===== config.mk =====
export PLATFORM = sky130hd
export DESIGN_NAME = rtc_timekeeper
export DESIGN_NICKNAME = d
export VERILOG_FILES = /design/src/rtl/rtc_timekeeper.sv
export SDC_FILE = /design/constraint.sdc
export NUM_CORES = 1
export LEC_CHECK = 0
export ABC_AREA = 1
export CAP_MARGIN = 20
export CORE_MARGIN = 10
export CORE_UTILIZATION = 49
export DETAILED_ROUTE_END_ITERATION = 16
export PLACE_DENSITY_LB_ADDON = 0.3
export SETUP_SLACK_MARGIN = 0.3
export SYNTH_ARGS = -nofsm -noshare
export SYNTH_HDL_FRONTEND = slang
export SYNTH_SLANG_ARGS = --single-unit

===== constraint.sdc =====
create_clock -name clk -period 1.9 [get_ports clk]
set_clock_uncertainty 0.15 [all_clocks]
set_input_delay 0.57 -clock clk [delete_from_list [all_inputs] [get_ports clk]]
set_output_delay 0.57 -clock clk [all_outputs]
set_load 0.01 [all_outputs]

===== src/rtl/rtc_timekeeper.sv =====
// rtl/rtc_timekeeper.sv - hh:mm:ss time-of-day counter with 1 Hz prescaler, validated load and 12/24 h display
// Optional alarm comparator is built only when RTC_ALARM_EN is defined.
`timescale 1ns/1ps

module rtc_timekeeper #(
  parameter int CLK_HZ    = 100_000_000,
  parameter int PRESC_W   = 27,
  parameter int HOURS_DAY = 24
) (
  input  logic               clk,
  input  logic               reset_n,
  input  logic               run_en,
  input  logic               mode_12h,
  input  logic               set_valid,
  input  logic [4:0]         set_hour,
  input  logic [5:0]         set_min,
  input  logic [5:0]         set_sec,
  output logic               set_err,
  output logic [PRESC_W-1:0] sec_count,
  output logic [5:0]         second,
  output logic [5:0]         minute,
  output logic [4:0]         hour,
  output logic [4:0]         disp_hour,
  output logic               pm,
  output logic               sec_tick,
  output logic               day_tick,
  input  logic [4:0]         alarm_hour,
  input  logic [5:0]         alarm_min,
  input  logic               alarm_arm,
  input  logic               alarm_clr,
  output logic               alarm_flag
);

  localparam logic [PRESC_W-1:0] PRESC_MAX = PRESC_W'(CLK_HZ - 1);
  localparam logic [4:0]         HOUR_MAX  = 5'(HOURS_DAY - 1);
  localparam logic [5:0]         HOUR_LIM  = 6'(HOURS_DAY);

  logic       load_ok;
  logic       wrap;
  logic       sec_last;
  logic       min_last;
  logic       hour_last;
  logic [5:0] sec_nxt;
  logic [5:0] min_nxt;
  logic [4:0] hour_nxt;
  logic       day_wrap;

  assign load_ok   = ({1'b0, set_hour} < HOUR_LIM) && (set_min < 6'd60) && (set_sec < 6'd60);
  assign wrap      = run_en && (sec_count == PRESC_MAX);
  assign sec_last  = (second == 6'd59);
  assign min_last  = (minute == 6'd59);
  assign hour_last = (hour == HOUR_MAX);

  // Every unit's successor is computed from the current value so one edge carries all of them.
  always_comb begin
    sec_nxt  = sec_last ? 6'd0 : second + 6'd1;
    min_nxt  = minute;
    hour_nxt = hour;
    day_wrap = 1'b0;
    if (sec_last) begin
      min_nxt = min_last ? 6'd0 : minute + 6'd1;
      if (min_last) begin
        hour_nxt = hour_last ? 5'd0 : hour + 5'd1;
        day_wrap = hour_last;
      end
    end
  end

  // A rejected load is a no-op edge: nothing counts, only set_err pulses.
  always_ff @(posedge clk or posedge reset_n) begin
    if (reset_n) begin
      sec_count <= '0;
      second    <= '0;
      minute    <= '0;
      hour      <= '0;
      sec_tick  <= 1'b0;
      day_tick  <= 1'b0;
      set_err   <= 1'b0;
    end else begin
      sec_tick <= 1'b0;
      day_tick <= 1'b0;
      set_err  <= 1'b0;
      if (set_valid) begin
        if (load_ok) begin
          sec_count <= '0;
          second    <= set_sec;
          minute    <= set_min;
          hour      <= set_hour;
        end else begin
          set_err <= 1'b1;
        end
      end else if (run_en) begin
        if (wrap) begin
          sec_count <= '0;
          second    <= sec_nxt;
          minute    <= min_nxt;
          hour      <= hour_nxt;
          sec_tick  <= 1'b1;
          day_tick  <= day_wrap;
        end else begin
          sec_count <= sec_count + PRESC_W'(1);
        end
      end
    end
  end

  always_comb begin
    disp_hour = hour;
    pm        = 1'b0;
    if (mode_12h) begin
      pm = (hour >= 5'd12);
      if (hour == 5'd0) begin
        disp_hour = 5'd12;
      end else if (hour > 5'd12) begin
        disp_hour = hour - 5'd12;
      end
    end
  end

`ifdef RTC_ALARM_EN
  logic alarm_hit;
  logic alarm_q;

  // Only a counting edge can match; sec_nxt is 0 exactly when sec_last.
  assign alarm_hit = alarm_arm && wrap && !set_valid && sec_last &&
                     (hour_nxt == alarm_hour) && (min_nxt == alarm_min);

  always_ff @(posedge clk or posedge reset_n) begin
    if (reset_n) begin
      alarm_q <= 1'b0;
    end else if (alarm_hit) begin
      alarm_q <= 1'b1;
    end else if (alarm_clr) begin
      alarm_q <= 1'b0;
    end
  end

  assign alarm_flag = alarm_q;
`else
  logic unused_alarm;
  assign unused_alarm = ^{alarm_hour, alarm_min, alarm_arm, alarm_clr};
  assign alarm_flag   = 1'b0;
`endif

endmodule


==> metrics.csv, run 1 <==
stage;metric;value;unit
yosys;ys_seq_area_share;35.6;%
timing;worst-endpoint-pin-kind;primary output;
yosys;netlist_area;0.00330;sq mm
timing;grt-worst-endpoint;disp_hour[3];
yosys;synth-seq-cells;47;
cts;cts_inserted_buffers;5;
cts;h-tree-depth;2;
yosys;postSynthCellCount;489;
yosys;synth_top_area_cell;dfrtp_1;
cts;clock_path_buffers;2;
cts;cts_hold_buf;0;
run_status;status;did not finish;
yosys;yosysWarningCount;0;
placement;gp_congestion;0.976;
run_status;lastStage;global routing;
yosys;synth_top_area_share;35.6;%
cts;cts_sinks;47;
placement;port_buffers;74;
yosys;synth.avg_cell_area;6.75;sq um
die;io_pins;89;
die;core.rowCount;29;
placement;dp_hpwl;7850;um
yosys;syn-num-nets;532;
placement;place_ws;-0.980;ns
grt;antenna_found_initial;1;
cts;cts-root-buf;clkbuf_8;
yosys;yosysUniqueCellTypes;35;
die;die_h;102;um
die;die_x;102;um
grt;grt_max_degree;48;
die;start_util;51.1;%
run_status;tool.error;[ERROR DPL-0033] detailed placement checks failed during check placement.;
yosys;ys_top_cells_by_area;dfrtp_1 36%, nand2_1 18%, nor2_1 8.6%, inv_1 5.8%, nand3_1 5.0%;
synth_stat cells:
cell and instances:
a22o_1 1, nor2_1 76, o21ai_0 18, nand4_1 22, a21oi_1 2, nor3_1 9, o21ai_2 2, buf_2 4
nor3b_1 2, xor2_1 6, o21ai_1 1, nand2_1 155, a221oi_1 1, a21oi_2 1, inv_2 1, nand3_1 33
ha_1 8, nand3_2 2, o21bai_1 4, buf_6 3, o22ai_1 2, nor2_2 5, xnor2_1 8, inv_1 51
a22oi_1 2, buf_4 3, clkbuf_1 4, o31ai_1 3, nand2_2 3, nand2_4 3, clkinv_1 1, nand3b_1 3
nor2_4 2, conb_1 1, dfrtp_1 47
cell families after synthesis:
group	count (synthesis)	share of synthesized area, %
fa+ha+maj	8	3.03
compound gates	37	6.94
simple gates	315	41.8
buf+inv	67	8.79
other cells	1	0.114
flops	47	35.6
xor+xnor	14	3.72
stage by stage:
stage,util [%],hold slack [ns],instances,instance area (sq um),TNS [ns]
2_1_floorplan,-,0.393,489,3400,0
3_3_place_gp,71.2,0.376,683,4600,-21.95
3_5_place_dp,71.2,0.377,683,4600,-22.79
4_1_cts,87.0,0.421,765,5620,-2.04
what timing repair did:
action                     4_1_cts
gates cloned                     6
resized for setup              418
pin swaps                       49
hold endpoints to repair         0
buffers inserted                68
setup endpoints to repair       99
==> inputs of run 2 (changes only) <==
CORE_UTILIZATION = 37   (was 49)
PLACE_DENSITY_LB_ADDON = 0.15   (was 0.3)
SETUP_SLACK_MARGIN = unset   (was 0.3)
==> run 2 against run 1 <==
Effect of this change: the flow now finishes, with violations (setup timing); area after synthesis did not move; synthesized cell count did not move.
==> metrics.csv, run 2 <==
stage;metric;value;unit;change
run_status;status;finished with violations;;
run_status;violations;setup timing;;
cts;clock_path_buffers;2;;unchanged
timing;rsz0062_at_grt;yes;;
cts;path_clk_slew;0.09;ns;
die;die_x;114;um;+12%
power;power_density;617;mW/mm^2;
worst_setup_path;crit_chain;ha_4 > nor2_1 > o22ai_2 > a221oi_2 > buf_2;;
worst_setup_path;crit_type;reg -> out;;
placement;dp_hpwl;8130;um;+3.6%
cts;cts_sinks;47;;unchanged
cells_and_area;final_cell_mix;145 x nand2_1, 87 x buf_4, 64 x nor2_1;;
cells_and_area;antenna_cells;0;;
placement;port_buffers;74;;unchanged
yosys;netlist_area;0.00330;sq mm;unchanged
cts;clk-insertion-delay-late;0.30;ns;
grt;grt_max_degree;34;;
die;core-area;0.00872;sq mm;
yosys;yosysWarningCount;0;;unchanged
drt;drt_iter0_drc;183;;
die;die_h;114;um;+12%
grt;grt_usage;15.8;%;
yosys;synth_ff_type;dfrtp_1;;
cells_and_area;design_area;0.00521;sq mm;
timing;finalHoldViolCount;0;;
cells_and_area;layout.cells.non_filler;764;;
die;start_util;37.8;%;-13 points
power;vdd.ir_drop.worst;0.375;mV;
worst_setup_path;cp.arrival;1.55;ns;
cells_and_area;drive_above_1_share;29.9;%;
drt;drc_errors;0;;
timing;drv_slew;0;;
timing;setup_viol;6;;
cts;cts-root-buf;clkbuf_8;;
cells_and_area;top_register;sec_count;;
yosys;synth_top_area_share;35.6;%;unchanged
drt;wirelength;10700;um;
yosys;synth_common_cells;155 x nand2_1, 76 x nor2_1, 51 x inv_1, 47 x dfrtp_1, 33 x nand3_1;;
yosys;synth_top_area_cell;dfrtp_1;;
cells_and_area;largest_reg_flops;27;;
cells_and_area;post-route-util;59.8;%;
timing;setup_ws;-0.368;ns;
cells_and_area;num-fill-cells;838;;
drt;vias;3650;;
grt;grt_pass1_vias;3507;;
power;finalPower;3.22;mW;
placement;gp_congestion;0.937;;-3.9%
timing;min_period;2.27;ns;
yosys;ys_seq_area_share;35.6;%;unchanged
min_path;hold_class;reg -> reg;;
yosys;syn-num-nets;532;;unchanged
flow_run;maxCapViolCount;0;;
drt;vias_per_cell;4.78;;
placement;placedCellCount;722;;+5.7%
power;switching_share;33.7;%;
power;leakage;2.66;nW;
die;die_area;0.0131;sq mm;
worst_setup_path;slowest_delay;0.46;ns;
worst_setup_path;worstPathMaxFanout;4;;
yosys;ys_top_cells_by_area;dfrtp_1 36%, nand2_1 18%, nor2_1 8.6%, inv_1 5.8%, nand3_1 5.0%;;
yosys;synth-seq-cells;47;;unchanged
worst_setup_path;worst_path_max_delay_cell;dfrtp_2;;
worst_setup_path;cp.required;1.18;ns;
drt;dr.pass1.iters;4;;
cells_and_area;reg_top3;sec_count x27, minute x6, second x6;;
yosys;yosysMostFrequentCell;nand2_1;;
drt;drtAntennaViolNets;0;;
drt;wire_per_inst;14.0;um;
power;switching_power;1.08;mW;
die;io_pins;89;;unchanged
yosys;synth.avg_cell_area;6.75;sq um;unchanged
die;core.rowCount;34;;+17%
cells_and_area;synthToLayoutAreaGrowth;57.9;%;
cells_and_area;nets;698;;
cts;cts_tree;built;;
grt;grt_pass1_wl;17200;um;
cts;cts_inserted_buffers;5;;unchanged
power;p_int;2.13;mW;
yosys;yosysUniqueCellTypes;35;;unchanged
yosys;synth-edff-count;0;;unchanged
timing;fin_hold_ws;0.390;ns;
yosys;async_flop_share;100;%;unchanged
worst_setup_path;worstSetupEndpointType;output pin;;
cells_and_area;final_common_cell;nand2_1;;
grt;antenna_found_initial;0;;
power;comb_power_share;41.8;%;
worst_setup_path;critPathLaunchType;flop;;
grt;overflow;0;;
cts;h-tree-depth;2;;unchanged
yosys;postSynthCellCount;489;;unchanged
cts;cts_hold_buf;0;;unchanged
power;p_clk_share;21.0;%;
timing;final.period_utilization;119;%;
power;p_seq_share;37.2;%;
placement;place_area;0.00464;sq mm;+0.82%
timing;fmax;441;MHz;
==> run 2: cell counts after synthesis <==
Identical to the previous run, type by type.
==> run 2: logic make-up (layout without fill, tap and decap cells) <==
kind of cell,after synthesis,count (layout),synth area share [%]
buffers and inverters,67,234,8.79
DFF,47,47,35.6
other,1,1,0.114
AOI/OAI and AO/OA,37,37,6.94
xor gates and xnor gates,14,14,3.72
adders and majority gates,8,8,3.03
and+or+nand+nor,315,315,41.8
==> run 2: repair_timing <==
action / in CTS / in global routing
cloned: 0 / 1
setup endpoints to repair: 93 / 53
resized for setup: 115 / 63
pin swaps: 9 / 22
setup buffers: 21 / 13
==> run 2: through the flow <==
step	worst slack (ns)	TNS [ns]
after global routing	-0.458	-2.42
after floorplan	0.00182	0
after CTS	-0.393	-2.12
after detailed placement	-0.989	-22.55
final	-0.368	-1.88
after global placement	-0.940	-21.01
==> run 2: power groups by stage <==
stage,Sequential [mW],Combinational [mW],Clock (mW)
2_1_floorplan,1.27,0.469,0
3_3_place_gp,1.21,1.19,0
3_5_place_dp,1.21,1.21,0
4_1_cts,1.20,1.23,0.692
5_1_grt,1.21,1.49,0.731
6_report,1.20,1.35,0.674
==> run 2: worst max-delay path: cells and delay by family (launching register included) <==
family                   cells  cell delay (ns)
AND/OR/NAND/NOR              1             0.18
AO/OA/AOI/OAI                2             0.26
buffers and inverters        1             0.17
flip-flops                   1             0.46
adder cells (fa/ha/maj)      1             0.18
==> run 2: area by class of cell <==
cell class | count | area (sq um) | area share [%]
Multi-Input combinational cell | 375 | 2070 | 39.7
Tap cell | 108 | 135 | 2.59
Timing Repair Buffer | 173 | 1510 | 28.9
Sequential cell | 47 | 1190 | 22.9
Clock buffer | 8 | 100 | 1.92
Inverter | 53 | 208 | 3.98
==> run 2: final timing paths <==
path | start | to | slack [ns] | cells after the start
worst max-delay path | hour[3]$_DFFE_PP0P_ | disp_hour[4] | -0.37 | 5
worst min-delay path | minute[1]$_DFFE_PP0P_ | minute[1]$_DFFE_PP0P_ | 0.39 | 2
worst max register to register | sec_count[24]$_DFFE_PP0P_ | sec_count[21]$_DFFE_PP0P_ | 0.10 | 11
worst min register to register | minute[1]$_DFFE_PP0P_ | minute[1]$_DFFE_PP0P_ | 0.39 | 2
max in group asynchronous | reset_n | sec_count[16]$_DFFE_PP0P_ | 0.89 | 3
min in group asynchronous | reset_n | hour[4]$_DFFE_PP0P_ | 0.51 | 3
==> run 2: metal layers <==
layer	track usage (%)	vias to the layer above	share of wire (%)
met4	3.59	0	1.3
met5	0	-	0
met3	3.14	13	5.6
met2	25.6	79	48
met1	21.1	1660	45
li1	-	1898	-
Note: power is estimated with default switching activity, not from simulation.
==> inputs of run 3 (changes only) <==
CORE_UTILIZATION = 49   (was 37)
==> run 3 against run 2 <==
Effect of this change: the flow still finishes with violations (setup timing); non-clock buffer count stayed put; worst hold slack improved by 0.016 ns; count of clock-buffer cells in the layout stayed put; utilization grew 21 points; combinational power up 6%; setup slack worse by 0.043 ns; final cell count down 4.1%; sequential power about the same; sequential share of layout area hardly changed.
==> metrics.csv, run 3 (synthesis gave the netlist of run 2 again) <==
stage;metric;value;unit;change
timing;drv_slew;0;;unchanged
min_path;hold_class;reg -> reg;;
cts;cts_inserted_buffers;5;;unchanged
run_status;violations;setup timing;;
cells_and_area;num-fill-cells;448;;-47%
worst_setup_path;critPathLaunchType;flop;;
grt;grt_pass1_wl;17700;um;+3.0%
worst_setup_path;cp.arrival;1.59;ns;+0.04 ns
cells_and_area;top_register;sec_count;;
drt;drtAntennaViolNets;0;;unchanged
die;die_area;0.0104;sq mm;-20%
drt;drc_errors;0;;unchanged
grt;overflow;0;;unchanged
flow_run;maxCapViolCount;0;;unchanged
cts;cts_sinks;47;;unchanged
worst_setup_path;crit_type;reg -> out;;
timing;finalHoldViolCount;0;;unchanged
drt;drt_iter0_drc;308;;+68%
grt;grt_max_degree;48;;+41%
worst_setup_path;worstPathMaxFanout;3;;-1
cells_and_area;synthToLayoutAreaGrowth;57.7;%;
power;vdd.ir_drop.worst;0.508;mV;+36%
drt;wire_per_inst;15.7;um;+12%
cts;cts_tree;built;;
drt;wirelength;11500;um;+7.4%
grt;grt_pass1_vias;3772;;+7.6%
drt;vias;3970;;+8.8%
drt;vias_per_cell;5.42;;+13%
run_status;status;finished with violations;;
cells_and_area;final_cell_mix;144 x nand2_1, 81 x buf_4, 63 x nor2_1;;
power;power_density;634;mW/mm^2;+2.8%
worst_setup_path;slowest_delay;0.41;ns;-0.05 ns
placement;gp_congestion;0.927;;-1.1%
power;leakage;2.66;nW;about the same
cts;path_clk_slew;0.09;ns;about the same
die;die_h;102;um;-11%
timing;rsz0062_at_grt;yes;;
worst_setup_path;cp.required;1.18;ns;about the same
timing;min_period;2.31;ns;+0.0434 ns
worst_setup_path;path_delay_family;flip-flops;;
die;io_pins;89;;unchanged
cells_and_area;antenna_cells;0;;unchanged
die;start_util;51.1;%;+13 points
die;core-area;0.00646;sq mm;-26%
worst_setup_path;worst_path_max_delay_cell;dfrtp_2;;
die;die_x;102;um;-11%
worst_setup_path;worstSetupEndpointType;output pin;;
cells_and_area;reg_top3;sec_count x27, minute x6, second x6;;
cts;cts-root-buf;clkbuf_8;;
grt;grt_usage;20.8;%;+5.0 points
timing;setup_ws;-0.411;ns;-0.0434 ns
timing;fmax;433;MHz;-1.9%
placement;placedCellCount;684;;-5.3%
placement;port_buffers;74;;unchanged
cells_and_area;layout.cells.non_filler;733;;-4.1%
cells_and_area;drive_above_1_share;29.7;%;-0.15 points
worst_setup_path;crit_chain;inv_2 > ha_4 > nand2_2 > inv_2 > nand2_2 > nand3_4 > inv_4 > a21oi_2 > o21ai_1 > buf_2;;
grt;antenna_found_initial;0;;unchanged
cts;clk-insertion-delay-late;0.31;ns;about the same
drt;dr.pass1.iters;5;;+1
cells_and_area;largest_reg_flops;27;;unchanged
worst_setup_path;cp.buffers_inverters;4;;+3
cts;clock_path_buffers;2;;unchanged
timing;setup_viol;6;;unchanged
timing;final.period_utilization;122;%;+2.3 points
placement;place_ws;-0.911;ns;+0.0782 ns
cells_and_area;nets;698;;unchanged
timing;fin_setup_tns;-2.22;ns;-0.340 ns
cts;h-tree-depth;2;;unchanged
placement;dp_hpwl;7980;um;-1.8%
die;core.rowCount;29;;-15%
cells_and_area;final_common_cell;nand2_1;;
-- run 3: through the flow --
stage	util [%]	hold WS, ns	area [sq um]	power, mW
CTS	76.3	0.399	4930	3.14
floorplan	-	0.388	3330	1.74
finish	80.6	0.406	5200	3.30
detailed placement	70.4	0.387	4550	2.40
global placement	70.4	0.377	4550	2.36
global route	80.6	0.437	5200	3.47
-- run 3: area by class of cell --
cell class | instances | area, sq um | area share, %
multi-input combinational | 375 | 2060 | 39.7
timing repair buffer | 173 | 1550 | 29.7
sequential | 47 | 1190 | 22.9
inverter | 53 | 208 | 3.99
clock buffer | 8 | 100 | 1.92
tap | 77 | 96.3 | 1.85
-- run 3: tightest hold or removal path: stages (launching register included) --
cell,delay [ns]
dfrtp_1,0.41
nand2_1,0.07
nand2_1,0.05
-- run 3: metal layers --
layer | up-vias | wire length [um] | track usage [%]
met1 | 1828 | 4620 | 25.7
met5 | - | 0 | 0
met2 | 211 | 5580 | 35.2
li1 | 1894 | - | -
met3 | 37 | 1070 | 5.06
met4 | 0 | 259 | 6.18
-- run 3: power by group --
part / switching (mW) / internal (mW)
combinational: 0.700 / 0.730
clock: 0.343 / 0.333
sequential: 0.0970 / 1.10
-- run 3: worst paths after layout --
| path | from | to | slack, ns | cells after the start |
|---|---|---|---|---|
| max | hour[0]$_DFFE_PP0P_ | disp_hour[3] | -0.41 | 10 |
| max in group asynchronous | reset_n | hour[3]$_DFFE_PP0P_ | 0.84 | 3 |
| min in group asynchronous | reset_n | sec_count[3]$_DFFE_PP0P_ | 0.51 | 3 |
| min reg2reg | second[1]$_DFFE_PP0P_ | second[1]$_DFFE_PP0P_ | 0.41 | 2 |
| min | second[1]$_DFFE_PP0P_ | second[1]$_DFFE_PP0P_ | 0.41 | 2 |
| max reg2reg | sec_count[16]$_DFFE_PP0P_ | hour[4]$_DFFE_PP0P_ | 0.04 | 10 |
-- run 3: timing repair --
| action | CTS | global route |
|---|---|---|
| hold buffers | 0 | 0 |
| gates resized for setup | 120 | 56 |
| pin swaps | 12 | 20 |
| buffers inserted | 28 | 11 |
| setup endpoints to repair | 91 | 53 |
| gates cloned | 1 | 1 |
==> inputs of run 4 (changes only) <==
--- a/config.mk
+++ b/config.mk
@@ -9,5 +9,6 @@
 export CAP_MARGIN = 20
 export CORE_MARGIN = 10
-export CORE_UTILIZATION = 49
+export CORE_UTILIZATION = 50
+export CTS_BUF_LIST = sky130_fd_sc_hd__clkbuf_8
 export DETAILED_ROUTE_END_ITERATION = 16
 export PLACE_DENSITY_LB_ADDON = 0.15
==> constraint.sdc (replaced) <==
create_clock -name clk -period 1.9 [get_ports clk]
set_clock_uncertainty 0.15 [all_clocks]
set_input_delay 0.475 -clock clk [delete_from_list [all_inputs] [get_ports clk]]
set_output_delay 0.475 -clock clk [all_outputs]
set_load 0.01 [all_outputs]
==> run 4 against run 3 <==
Effect of this change: the run still ends with setup timing left; sequential power about the same; largest power group unchanged; wire length is essentially flat; via count up 1.7%; clock power decreased by 12%; power decreased by 1.4%; utilization rose by 0.56 points; setup slack got worse by 0.024 ns; combinational power up 3%; sequential share of layout area up 0.051 points.
==> metrics.csv, run 4 (synthesis gave the netlist of run 2 again) <==
stage;metric;value;unit;change
placement;place_area;0.00453;sq mm;-0.41%
cells_and_area;largest_reg_flops;27;;unchanged
cells_and_area;num-fill-cells;444;;-0.89%
drt;wirelength;11500;um;about the same
drt;wire_per_inst;15.6;um;-0.48%
worst_setup_path;crit_chain;buf_6 > ha_4 > nand2_2 > inv_2 > nand2_2 > nand3_2 > inv_2 > nor2_2 > o22ai_2 > buf_2;;
timing;setup_viol;7;;+1
power;power_density;628;mW/mm^2;-0.93%
placement;gp_congestion;0.965;;+4.1%
drt;vias;4036;;+1.7%
worst_setup_path;worst_path_max_delay_cell;dfrtp_1;;
grt;grt_max_degree;48;;unchanged
grt;antenna_found_initial;0;;unchanged
power;leakage;2.67;nW;+0.15%
power;vdd.ir_drop.worst;0.598;mV;+18%
cells_and_area;layout.cells.non_filler;737;;+0.55%
worst_setup_path;worstPathMaxFanout;4;;+1
die;die_x;101;um;-0.81%
cells_and_area;final_common_cell;nand2_1;;
cts;path_clk_slew;0.09;ns;about the same
worst_setup_path;timing.rr.end;minute[3]$_DFFE_PP0P_;;
placement;dp_hpwl;7720;um;-3.3%
die;start_util;51.7;%;+0.58 points
cells_and_area;design_area;0.00518;sq mm;-0.43%
timing;drv_slew;0;;unchanged
worst_setup_path;slowest_delay;0.40;ns;about the same
run_status;status;finished with violations;;
worst_setup_path;r2r-start;sec_count[13]$_DFFE_PP0P_;;
cells_and_area;drive_above_1_share;28.6;%;-1.1 points
worst_setup_path;crit_type;reg -> out;;
timing;rsz0062_at_grt;yes;;
worst_setup_path;worstSetupEndpointType;output pin;;
worst_setup_path;critPathLaunch;hour[3]$_DFFE_PP0P_;;
worst_setup_path;endpoint;disp_hour[2];;
worst_setup_path;cp.required;1.27;ns;+0.09 ns
timing;min_period;2.33;ns;+0.0237 ns
min_path;hold_class;in -> async;;
cells_and_area;antenna_cells;0;;unchanged
die;core.rowCount;29;;unchanged
flow_run;maxCapViolCount;0;;unchanged
cts;clock_path_buffers;2;;unchanged
worst_setup_path;cp.arrival;1.71;ns;+0.12 ns
worst_setup_path;r2r_cells;11;;+1
cts;h-tree-depth;2;;unchanged
cells_and_area;final_cell_mix;149 x nand2_1, 89 x buf_4, 65 x nor2_1;;
drt;vias_per_cell;5.48;;+1.1%
cts;cts-root-buf;clkbuf_8;;
drt;drc_errors;0;;unchanged
grt;overflow;0;;unchanged
timing;fmax;428;MHz;-1.0%
cts;cts_inserted_buffers;5;;unchanged
drt;dr.pass1.iters;6;;+1
timing;final.period_utilization;123;%;+1.2 points
timing;setup_ws;-0.435;ns;-0.0237 ns
timing;finalHoldViolCount;0;;unchanged
run_status;violations;setup timing;;
cells_and_area;reg_top3;sec_count x27, minute x6, second x6;;
grt;grt_pass1_vias;3806;;+0.90%
cells_and_area;nets;702;;+0.57%
die;die_area;0.0103;sq mm;-1.6%
worst_setup_path;critPathLaunchType;flop;;
cts;cts_tree;built;;
cells_and_area;top_register;sec_count;;
cts;cts_sinks;47;;unchanged
die;core-area;0.00639;sq mm;-1.1%
placement;port_buffers;74;;unchanged
die;io_pins;89;;unchanged
drt;drt_iter0_drc;283;;-8.1%
worst_setup_path;r2r_setup_slack;0.03;ns;about the same
die;die_h;101;um;-0.81%
drt;drtAntennaViolNets;0;;unchanged
cells_and_area;synthToLayoutAreaGrowth;57.0;%;
grt;grt_pass1_wl;17300;um;-2.2%
placement;placedCellCount;685;;+0.15%
grt;grt_usage;20.1;%;-0.72 points
cts;clk-insertion-delay-late;0.30;ns;about the same
[run 4: timing repair]
action / in CTS / in global routing
hold buffers: 0 / 0
gates cloned: 0 / 1
setup buffers: 28 / 15
hold endpoints to repair: 0 / 0
resized for setup: 85 / 64
pin swaps: 7 / 20
setup endpoints to repair: 74 / 54
[run 4: through the flow]
step	total power [mW]	hold WS [ns]	setup slack [ns]	TNS (ns)	utilization, %
CTS	3.05	0.373	-0.335	-1.74	76.0
finish	3.26	0.350	-0.435	-2.22	81.2
global placement	2.36	0.369	-0.698	-15.73	70.9
detailed placement	2.39	0.376	-0.736	-18.04	70.9
floorplan	1.73	0.396	0.0338	0	-
global route	3.43	0.395	-0.464	-3.10	81.2
[run 4: final cells by class]
type / count / area, sq um / area share [%]
multi-input cells: 375 / 2040 / 39.3
repair buffers: 177 / 1580 / 30.5
flip-flops and latches: 47 / 1190 / 22.9
inverters: 53 / 199 / 3.84
well taps: 77 / 96.3 / 1.86
clock buffers: 5 / 68.8 / 1.33
clock inverters: 3 / 12.5 / 0.241
[run 4: critical path: cells and delay by family (launching register included)]
| kind | cells | cell delay [ns] |
|---|---|---|
| AOI/OAI and AO/OA | 1 | 0.11 |
| buffers and inverters | 4 | 0.44 |
| DFF | 1 | 0.40 |
| adders and majority gates | 1 | 0.17 |
| and+or+nand+nor | 4 | 0.27 |
[run 4: how the worst min path moves through the flow]
stage                               start                     to  slack, ns  cells after the start
floorplan           minute[1]$_DFFE_PP0P_  minute[1]$_DFFE_PP0P_       0.40                      2
global placement    minute[1]$_DFFE_PP0P_  minute[1]$_DFFE_PP0P_       0.37                      2
detailed placement  second[1]$_DFFE_PP0P_  second[1]$_DFFE_PP0P_       0.38                      2
CTS                               reset_n  second[3]$_DFFE_PP0P_       0.37                      3
global route                      reset_n  minute[1]$_DFFE_PP0P_       0.39                      3
finish                            reset_n  second[3]$_DFFE_PP0P_       0.35                      3
[run 4: power breakdown]
part	internal, mW	total [mW]	switching [mW]
sequential	1.09	1.19	0.0921
clock	0.249	0.594	0.345
combinational	0.761	1.48	0.715
[run 4: routing by layer]
metal / vias to the layer above / share of wire (%) / track usage [%]
met1: 1882 / 39 / 24.3
met3: 41 / 8.6 / 5.17
met5: - / 0 / 0
li1: 1901 / - / -
met4: 0 / 3.1 / 6.86
met2: 212 / 49 / 33.9
